`src/rtl/io_uart_port.sv`:
```
// io_uart_port: byte-wide CPU port with TX/RX FIFOs and an 8N1 UART.
// Optional build macro IO_LOOPBACK_EN routes the transmitter back into the receiver.
module io_uart_port #(
    parameter int unsigned CLK_PER_BIT = 868,
    parameter int unsigned FIFO_LOG2   = 4
) (
    input  logic       clk,
    input  logic       rstn,
    input  logic [7:0] io_out_data,
    input  logic       io_out_vld,
    output logic       io_out_rdy,
    output logic [7:0] io_in_data,
    output logic       io_in_vld,
    input  logic       io_in_rdy,
    output logic [4:0] io_err,
    input  logic       uart_rxd,
    output logic       uart_txd
);

    localparam int unsigned DEPTH = 1 << FIFO_LOG2;
    localparam int unsigned PW    = FIFO_LOG2 + 1;
    localparam int unsigned CW    = $clog2(CLK_PER_BIT);
    localparam int unsigned HALF  = CLK_PER_BIT / 2;

    typedef enum logic [1:0] {ST_IDLE, ST_START, ST_DATA, ST_STOP} uart_state_t;

    function automatic logic ptr_full(input logic [PW-1:0] w, input logic [PW-1:0] r);
        return (w[PW-1] != r[PW-1]) && (w[PW-2:0] == r[PW-2:0]);
    endfunction

    // ---------------- TX FIFO ----------------
    logic [7:0]    tx_mem [DEPTH];
    logic [PW-1:0] tx_wptr, tx_rptr, tx_wptr_n, tx_rptr_n;
    logic          tx_push, tx_pop, tx_empty;

    assign tx_push   = io_out_vld && io_out_rdy;
    assign tx_empty  = (tx_wptr == tx_rptr);
    assign tx_wptr_n = tx_wptr + PW'(tx_push);
    assign tx_rptr_n = tx_rptr + PW'(tx_pop);

    // TX FIFO storage write
    always_ff @(posedge clk) begin
        if (tx_push) tx_mem[tx_wptr[FIFO_LOG2-1:0]] <= io_out_data;
    end

    // ---------------- TX FSM ----------------
    uart_state_t   tx_state, tx_state_n;
    logic [CW-1:0] tx_cnt, tx_cnt_n;
    logic [2:0]    tx_bit, tx_bit_n;
    logic [7:0]    tx_shift, tx_shift_n;
    logic          txd_n, tx_end;

    assign tx_end = (tx_cnt == CW'(CLK_PER_BIT - 1));

    // TX next-state: start pops the FIFO head, stop chains straight into the next frame
    always_comb begin
        tx_state_n = tx_state;
        tx_cnt_n   = tx_cnt + CW'(1);
        tx_bit_n   = tx_bit;
        tx_shift_n = tx_shift;
        txd_n      = uart_txd;
        tx_pop     = 1'b0;
        case (tx_state)
            ST_IDLE: begin
                tx_cnt_n = '0;
                txd_n    = 1'b1;
                if (!tx_empty) begin
                    tx_pop     = 1'b1;
                    tx_shift_n = tx_mem[tx_rptr[FIFO_LOG2-1:0]];
                    txd_n      = 1'b0;
                    tx_state_n = ST_START;
                end
            end
            ST_START: begin
                if (tx_end) begin
                    tx_cnt_n   = '0;
                    tx_bit_n   = 3'd0;
                    txd_n      = tx_shift[0];
                    tx_state_n = ST_DATA;
                end
            end
            ST_DATA: begin
                if (tx_end) begin
                    tx_cnt_n   = '0;
                    tx_shift_n = {1'b0, tx_shift[7:1]};
                    if (tx_bit == 3'd7) begin
                        txd_n      = 1'b1;
                        tx_state_n = ST_STOP;
                    end else begin
                        tx_bit_n = tx_bit + 3'd1;
                        txd_n    = tx_shift[1];
                    end
                end
            end
            ST_STOP: begin
                if (tx_end) begin
                    tx_cnt_n = '0;
                    if (!tx_empty) begin
                        tx_pop     = 1'b1;
                        tx_shift_n = tx_mem[tx_rptr[FIFO_LOG2-1:0]];
                        txd_n      = 1'b0;
                        tx_state_n = ST_START;
                    end else begin
                        txd_n      = 1'b1;
                        tx_state_n = ST_IDLE;
                    end
                end
            end
            default: begin
                txd_n      = 1'b1;
                tx_state_n = ST_IDLE;
            end
        endcase
    end

    // ---------------- RX synchronizer ----------------
    logic rx_src, rx_s1, rx_s2, rx_prev;

`ifdef IO_LOOPBACK_EN
    logic unused_rxd;
    assign unused_rxd = uart_rxd;
    assign rx_src     = uart_txd;
`else
    assign rx_src = uart_rxd;
`endif

    // two-flop synchronizer plus one delayed copy for falling-edge detection
    always_ff @(posedge clk) begin
        if (!rstn) begin
            rx_s1   <= 1'b1;
            rx_s2   <= 1'b1;
            rx_prev <= 1'b1;
        end else begin
            rx_s1   <= rx_src;
            rx_s2   <= rx_s1;
            rx_prev <= rx_s2;
        end
    end

    // ---------------- RX FIFO ----------------
    logic [7:0]    rx_mem [DEPTH];
    logic [PW-1:0] rx_wptr, rx_rptr, rx_wptr_n, rx_rptr_n;
    logic          rx_push, rx_pop, rx_full, rx_empty_n;
    logic [7:0]    rx_head_n;

    assign rx_pop     = io_in_vld && io_in_rdy;
    assign rx_full    = ptr_full(rx_wptr, rx_rptr);
    assign rx_wptr_n  = rx_wptr + PW'(rx_push);
    assign rx_rptr_n  = rx_rptr + PW'(rx_pop);
    assign rx_empty_n = (rx_wptr_n == rx_rptr_n);

    // ---------------- RX FSM ----------------
    uart_state_t   rx_state, rx_state_n;
    logic [CW-1:0] rx_cnt, rx_cnt_n;
    logic [2:0]    rx_bit, rx_bit_n;
    logic [7:0]    rx_shift, rx_shift_n;
    logic          rx_end, set_ovr, set_frm, set_fs;

    assign rx_end = (rx_cnt == CW'(CLK_PER_BIT - 1));

    // head seen after this edge: the byte being pushed when the FIFO drains to it
    assign rx_head_n = (rx_rptr_n == rx_wptr) ? rx_shift : rx_mem[rx_rptr_n[FIFO_LOG2-1:0]];

    // RX storage write
    always_ff @(posedge clk) begin
        if (rx_push) rx_mem[rx_wptr[FIFO_LOG2-1:0]] <= rx_shift;
    end

    // RX next-state: mid-bit sampling; a low line after a bad stop bit cannot re-arm until it rises
    always_comb begin
        rx_state_n = rx_state;
        rx_cnt_n   = rx_cnt + CW'(1);
        rx_bit_n   = rx_bit;
        rx_shift_n = rx_shift;
        rx_push    = 1'b0;
        set_ovr    = 1'b0;
        set_frm    = 1'b0;
        set_fs     = 1'b0;
        case (rx_state)
            ST_IDLE: begin
                rx_cnt_n = '0;
                if (rx_prev && !rx_s2) rx_state_n = ST_START;
            end
            ST_START: begin
                if (rx_cnt == CW'(HALF - 1)) begin
                    rx_cnt_n = '0;
                    if (rx_s2) begin
                        set_fs     = 1'b1;
                        rx_state_n = ST_IDLE;
                    end else begin
                        rx_bit_n   = 3'd0;
                        rx_state_n = ST_DATA;
                    end
                end
            end
            ST_DATA: begin
                if (rx_end) begin
                    rx_cnt_n   = '0;
                    rx_shift_n = {rx_s2, rx_shift[7:1]};
                    rx_bit_n   = rx_bit + 3'd1;
                    if (rx_bit == 3'd7) rx_state_n = ST_STOP;
                end
            end
            ST_STOP: begin
                if (rx_end) begin
                    rx_cnt_n   = '0;
                    rx_state_n = ST_IDLE;
                    if (!rx_s2)                  set_frm = 1'b1;
                    else if (!rx_full || rx_pop) rx_push = 1'b1;
                    else                         set_ovr = 1'b1;
                end
            end
            default: rx_state_n = ST_IDLE;
        endcase
    end

    // state, pointer and registered-output update
    always_ff @(posedge clk) begin
        if (!rstn) begin
            tx_state   <= ST_IDLE;
            tx_cnt     <= '0;
            tx_bit     <= '0;
            tx_shift   <= '0;
            uart_txd   <= 1'b1;
            tx_wptr    <= '0;
            tx_rptr    <= '0;
            rx_state   <= ST_IDLE;
            rx_cnt     <= '0;
            rx_bit     <= '0;
            rx_shift   <= '0;
            rx_wptr    <= '0;
            rx_rptr    <= '0;
            io_out_rdy <= 1'b0;
            io_in_vld  <= 1'b0;
            io_in_data <= '0;
            io_err     <= '0;
        end else begin
            tx_state   <= tx_state_n;
            tx_cnt     <= tx_cnt_n;
            tx_bit     <= tx_bit_n;
            tx_shift   <= tx_shift_n;
            uart_txd   <= txd_n;
            tx_wptr    <= tx_wptr_n;
            tx_rptr    <= tx_rptr_n;
            rx_state   <= rx_state_n;
            rx_cnt     <= rx_cnt_n;
            rx_bit     <= rx_bit_n;
            rx_shift   <= rx_shift_n;
            rx_wptr    <= rx_wptr_n;
            rx_rptr    <= rx_rptr_n;
            io_out_rdy <= !ptr_full(tx_wptr_n, tx_rptr_n);
            io_in_vld  <= !rx_empty_n;
            if (!rx_empty_n) io_in_data <= rx_head_n;
            io_err     <= {ptr_full(tx_wptr_n, tx_rptr_n),
                           ptr_full(rx_wptr_n, rx_rptr_n),
                           io_err[2] | set_fs,
                           io_err[1] | set_frm,
                           io_err[0] | set_ovr};
        end
    end

endmodule

```
`config.mk`:
```
export PLATFORM = sky130hd
export DESIGN_NAME = io_uart_port
export DESIGN_NICKNAME = d
export VERILOG_FILES = /design/src/rtl/io_uart_port.sv
export SDC_FILE = /design/constraint.sdc
export NUM_CORES = 1
export LEC_CHECK = 0
export CAP_MARGIN = 20
export CELL_PAD_IN_SITES_DETAIL_PLACEMENT = 1
export CELL_PAD_IN_SITES_GLOBAL_PLACEMENT = 1
export CORE_MARGIN = 2
export CORE_UTILIZATION = 30
export CTS_BUF_LIST = sky130_fd_sc_hd__clkbuf_16
export DETAILED_ROUTE_END_ITERATION = 8
export PLACE_DENSITY = 0.5
export SYNTH_ARGS = -nofsm -noshare
export SYNTH_HDL_FRONTEND = slang
export SYNTH_SLANG_ARGS = --single-unit
```
`constraint.sdc`:
```
create_clock -name clk -period 4.2 [get_ports clk]
set_clock_uncertainty 0.15 [all_clocks]
set_input_delay 0.84 -clock clk [delete_from_list [all_inputs] [get_ports clk]]
set_output_delay 0.84 -clock clk [all_outputs]
set_load 0.02 [all_outputs]
```
==> out/metrics.cfg <==
[run_status]
outcome = complete, no violations

[min_path]
min_delay_path_depth = 1
min-delay-path-class = reg -> reg

[die]
io_pins = 29
die-width_um = 220
die_area_um2 = 48200
die_height_um = 220
effective_utilization_at_floorplan_pct = 30.5
core-area_um2 = 45700
std_cell_rows = 78

[timing]
worst_slew_pin_slew_ns = 0.872
layout_worst_path_cycle_share_pct = 85.4
finalSetupViolCount = 0
hold_violations = 0
max_slew_margin_pct = 41.8
rsz0062_at_grt = no
report.final.slew_viol_count = 0
fin_setup_tns_ns = 0
max_freq_ghz = 0.279
final_period_minus_worst_setup_slack_ns = 3.59

[clock_tree]
cts_buffers = 39
cts.htree.levels = 2
post_cts_resize_count = 0
ctsHoldBuffers = 0
ctsLongestPathBuffers = 3
clock_tree_from_tritoncts = yes
clockRootBuffer = sky130_fd_sc_hd__clkbuf_16
cts.sink_count = 341
post-cts-setup-buffers = 0
clkTransAtPathRegs_ns = 0.06
clock_latency_ns = 0.55

[logic_synthesis]
synth_top_area_share_pct = 55.1
yosys.cell_count.top_type = sky130_fd_sc_hd__edfxtp_1
flip_flop_and_latch_count_after_synthesis = 341
synthDistinctLibCells = 56
syn_nets = 924
synth_edf_count = 256
synth.top_cells.by_area = sky130_fd_sc_hd__edfxtp_1, sky130_fd_sc_hd__dfxtp_1, sky130_fd_sc_hd__mux4_2
per_instance_average_area_after_synthesis_um2 = 15.7
synthDominantAreaCellType = sky130_fd_sc_hd__edfxtp_1
synth.top_cells.by_count = sky130_fd_sc_hd__edfxtp_1, sky130_fd_sc_hd__dfxtp_1, sky130_fd_sc_hd__nor2_1
count_of_mapped_cells_out_of_synthesis = 890
proportion_of_synthesized_flip_flops_having_asynchronous_set_or_reset_pct = 0
commonest_register_cell_after_synthesis = sky130_fd_sc_hd__edfxtp_1
yosysWarnings = 0
post_synth_instance_area_um2 = 13900
synth_seq_area_share_pct = 67.3

[critical_path]
timing.reg2reg.worst_path_depth = 11
critical_path.endpoint_type = flop
timing.critical_path.from_type = flop
worst-setup-path-type = reg -> reg
required_ns = 4.46
critPathMaxFanout = 7
critical_path_arrival_ns = 3.85

[drt]
detail_routed_net_length_per_standard_cell_um = 20.5
dr.first_iter.drc_count = 418
drt_drc_violations_left = 0
final_antenna_net_count = 0
drt_pre_antenna_iters = 4
via_count = 7635
route.detailed.vias_per_inst = 4.77
drt-total-wl_um = 32900

[global_routing]
grt_max_degree = 39
antenna_found_initial = 0
gr_util_all_layers_pct = 14.2
grt_remaining_overflow = 0
first_global_vias = 8313
grt_first_pass_wirelength_um = 51100

[power_and_ir_drop]
sequentialPowerShare_pct = 47.7
swShare_pct = 23.5
total_switching_power_uw = 1830
comb_power_share_pct = 10.1
power_leakage_uw = 0.00542
power_density_over_the_cells_nw_per_um2 = 472
internal_power_uw = 5960
largest_vdd_supply_drop_mv = 0.407
clock_power_share_pct = 42.1

[placement]
dp_hpwl_um = 21200
postPlaceCellArea_um2 = 15300
routabilityCongestion = 0.713
placement.io_buffers = 28

[cells_and_area]
layout.nets = 1006
post-route-cell-area_um2 = 16500
synthesis_to_layout_area_growth_pct = 18.3
antenna_cells = 0
final_layout_size_suffix_gt1_share_pct = 19.8

[flow_run]
drv_cap = 0

-- cells by family (layout without fill, tap and decap cells) --
family          count (synthesis)  in the layout  share of synthesized area (%)
buf+inv                        65            175                           1.88
mux                           107            107                           13.8
compound gates                 79             79                           3.89
simple gates                  225            225                           7.89
xor+xnor                       52             52                           3.36
flops                         341            341                           67.3
fa+ha+maj                      21             21                           1.88
-- routing by layer --
metal / part of all wire, % / global-route usage (%) / vias up
li1: - / - / 3575
met2: 49 / 23.9 / 113
met1: 45 / 18.5 / 3893
met4: 2.7 / 5.12 / 0
met3: 3.4 / 2.36 / 54
met5: 0 / 0 / -
-- path summary, 6_finish.rpt --
path                                            from                          to  slack (ns)
worst min-delay path                rx_s1$_SDFF_PN1_            rx_s2$_SDFF_PN1_        0.26
worst min register to register      rx_s1$_SDFF_PN1_            rx_s2$_SDFF_PN1_        0.26
worst max-delay path            rx_cnt[8]$_SDFF_PN0_  io_in_data[3]$_SDFFE_PN0P_        0.61
worst max register to register  rx_cnt[8]$_SDFF_PN0_  io_in_data[3]$_SDFFE_PN0P_        0.61
-- worst max-delay path, stage by stage (launching register included) --
cell	delay, ns
sky130_fd_sc_hd__dfxtp_1	0.39
sky130_fd_sc_hd__or3b_4	0.44
sky130_fd_sc_hd__or4_4	0.53
sky130_fd_sc_hd__a311oi_2	0.32
sky130_fd_sc_hd__ha_1	0.23
sky130_fd_sc_hd__ha_1	0.19
sky130_fd_sc_hd__xnor2_1	0.17
sky130_fd_sc_hd__xnor2_1	0.13
sky130_fd_sc_hd__or2_2	0.33
sky130_fd_sc_hd__o311ai_2	0.26
sky130_fd_sc_hd__buf_4	0.20
sky130_fd_sc_hd__o221ai_1	0.12
-- power groups by stage --
stage / clock network, uW / registers (uW) / logic (uW)
finish: 3280 / 3720 / 787
global route: 3530 / 3730 / 882
CTS: 3410 / 3720 / 810
detailed placement: 0 / 3790 / 809
global placement: 0 / 3790 / 804
floorplan: 0 / 3770 / 587
-- metrics by stage --
step	setup WS, ns	util, %	power (uW)	hold WS, ns	instances
after floorplan	0.686	-	4360	0.236	890
after global placement	0.328	33.4	4590	0.239	1531
after detailed placement	0.248	33.4	4600	0.245	1531
after CTS	0.587	36.1	7940	0.258	1600
after global routing	0.391	36.1	8140	0.269	1600
final	0.615	36.1	7790	0.256	1600
-- final cells by class --
cell class | count | area, um^2
multi-input combinational | 484 | 4310
tap | 600 | 751
sequential | 341 | 9390
clock inverter | 28 | 199
timing repair buffer | 85 | 746
clock buffer | 41 | 1030
inverter | 21 | 78.8
fill | 4674 | 29200
-- sequential cells by signal, indices dropped and copies added (netlist names), 2 cells and up, named ones only --
register and flops:
io_err 5, rx_cnt 10, tx_mem 128, rx_wptr 5
rx_shift 8, tx_cnt 10, tx_rptr 5, tx_state 2
io_in_data 8, rx_mem 128, tx_bit 3, tx_shift 8
rx_bit 3, tx_wptr 5, rx_rptr 5
-- cell usage in the layout, fill, tap and decap left out, drive strengths merged, types with 28 or more instances in the layout --
master / synthesis / final
edfxtp: 256 / 256
mux4: 67 / 67
nor2: 78 / 78
dfxtp: 85 / 85
mux2i: 31 / 31
nand3: 28 / 28
clkbuf: 29 / 41
clkdlybuf4s50: 0 / 28
inv: 21 / 34
nand2: 39 / 39
buf: 15 / 57
xor2: 31 / 31
(Power assumes the default switching activity.)
==> RTL edit, RTL diff (config.mk and constraints unchanged) <==
Build with the macro `IO_LOOPBACK_EN` defined.
--- a/src/rtl/io_uart_port.sv
+++ b/src/rtl/io_uart_port.sv
@@ -2,2 +2,4 @@
 // Optional build macro IO_LOOPBACK_EN routes the transmitter back into the receiver.
+`define IO_LOOPBACK_EN
+
 module io_uart_port #(
Formal check against the unedited RTL: same outputs for any inputs over 10 cycles, from zero or initial values and one cycle with rstn low; that may be too few to reach the edited logic, so the function may still have changed.
==> RTL edit against the original RTL <==
Total power rose by 1.6%. Combinational power increased by 3.7%. Sequential cell count unchanged. Clock power increased by 3%. Largest cell class unchanged. Maximum frequency is 5.3% lower. Final cell count about the same. Wire length decreased by 4.4%. Area after synthesis up 0.13%. Final area decreased by 0.11%. Worst setup slack got worse by 0.20 ns.
==> RTL edit: results (changes against the original RTL) <==
.. list-table::
   :header-rows: 1

   * - Metric
     - Value
   * - Tapcell Cnt
     - 607 (was 600)
   * - Length of routed met3 wiring
     - 989 µm (was 1130 µm)
   * - Count of inverters not on the clock network in the layout
     - 23 (was 21)
   * - Cell leakage power
     - 5.38 nW (was 5.42 nW)
   * - Remaining max-slew budget at the tightest pin
     - 0.358 (was 0.418)
   * - Met3 Usage GRT
     - 0.0255 (was 0.0236)
   * - Arrival time worst endpoint
     - 4.05 ns (was 3.85 ns)
   * - Fraction of area in registers
     - 0.570 (was 0.569)
   * - Area contributors post-synth
     - edfxtp_1 (55%), dfxtp_1 (12%), mux4_2 (11%) (unchanged)
   * - Fraction of the mapped netlist area in compound gates
     - 0.0382 (was 0.0389)
   * - Number of multi-input logic gates
     - 488 (was 484)
   * - Worst slack on hold paths
     - 0.263 ns (was 0.256 ns)
   * - Total iterations of the first detailed-routing run
     - 6 (was 4)
   * - Wire length of the first global-routing pass
     - 49200 µm (was 51100 µm)
   * - Clock tree buffer count of the final layout
     - 42 (was 41)
   * - Cells after DPL
     - 1529 (was 1531)
   * - Most used standard cells in the synthesized netlist
     - edfxtp_1 (256), dfxtp_1 (85), nor2_1 (69) (was edfxtp_1 (256), dfxtp_1 (85), nor2_1 (78))
   * - Share of final layout cell area taken by clock buffers and inverters
     - 0.0780 (was 0.0742)
   * - Total length of routed met2 wires
     - 15200 µm (was 16000 µm)
   * - Count of different cell masters after synthesis
     - 57 (was 56)
   * - XOR/XNOR Fraction of Synth Area
     - 0.0373 (was 0.0336)
   * - Synth Area in Adders
     - 0.0188 (about the same)
   * - Average via count per standard cell
     - 4.69 (was 4.77)
   * - Multi-input gate area
     - 4320 µm² (was 4310 µm²)
   * - Buffers, non-clock
     - 70 (was 85)
   * - Syn_area_per_cell
     - 15.6 µm² (was 15.7 µm²)
   * - Result of the run
     - completed (unchanged)
RTL edit: cell count changes after synthesis, sizes merged, moves of 4 or more:
cell   delta
a21oi     +6
xnor2     +4
nand2    +15
mux2i     -5
nor2      -9
RTL edit: critical path: stages (launching register included):
cell and delay (ns):
dfxtp_1 0.38, or3b_4 0.43, or4_4 0.51, a311oi_2 0.49, ha_1 0.26, ha_1 0.19, nand3_1 0.12, xor2_1 0.31
xor2_1 0.18, o311ai_2 0.30, buf_4 0.20, o221ai_1 0.12
RTL edit: how the worst max path moves through the flow:
stage / to / slack (ns) / cells past startpoint
final: io_in_data[7] / 0.41 / 11
after global routing: io_in_data[7] / 0.09 / 11
after CTS: io_in_data[7] / 0.37 / 11
after detailed placement: io_in_data[0] / 0.27 / 10
after global placement: io_in_data[0] / 0.27 / 11
after floorplan: io_in_data[0] / 0.70 / 10
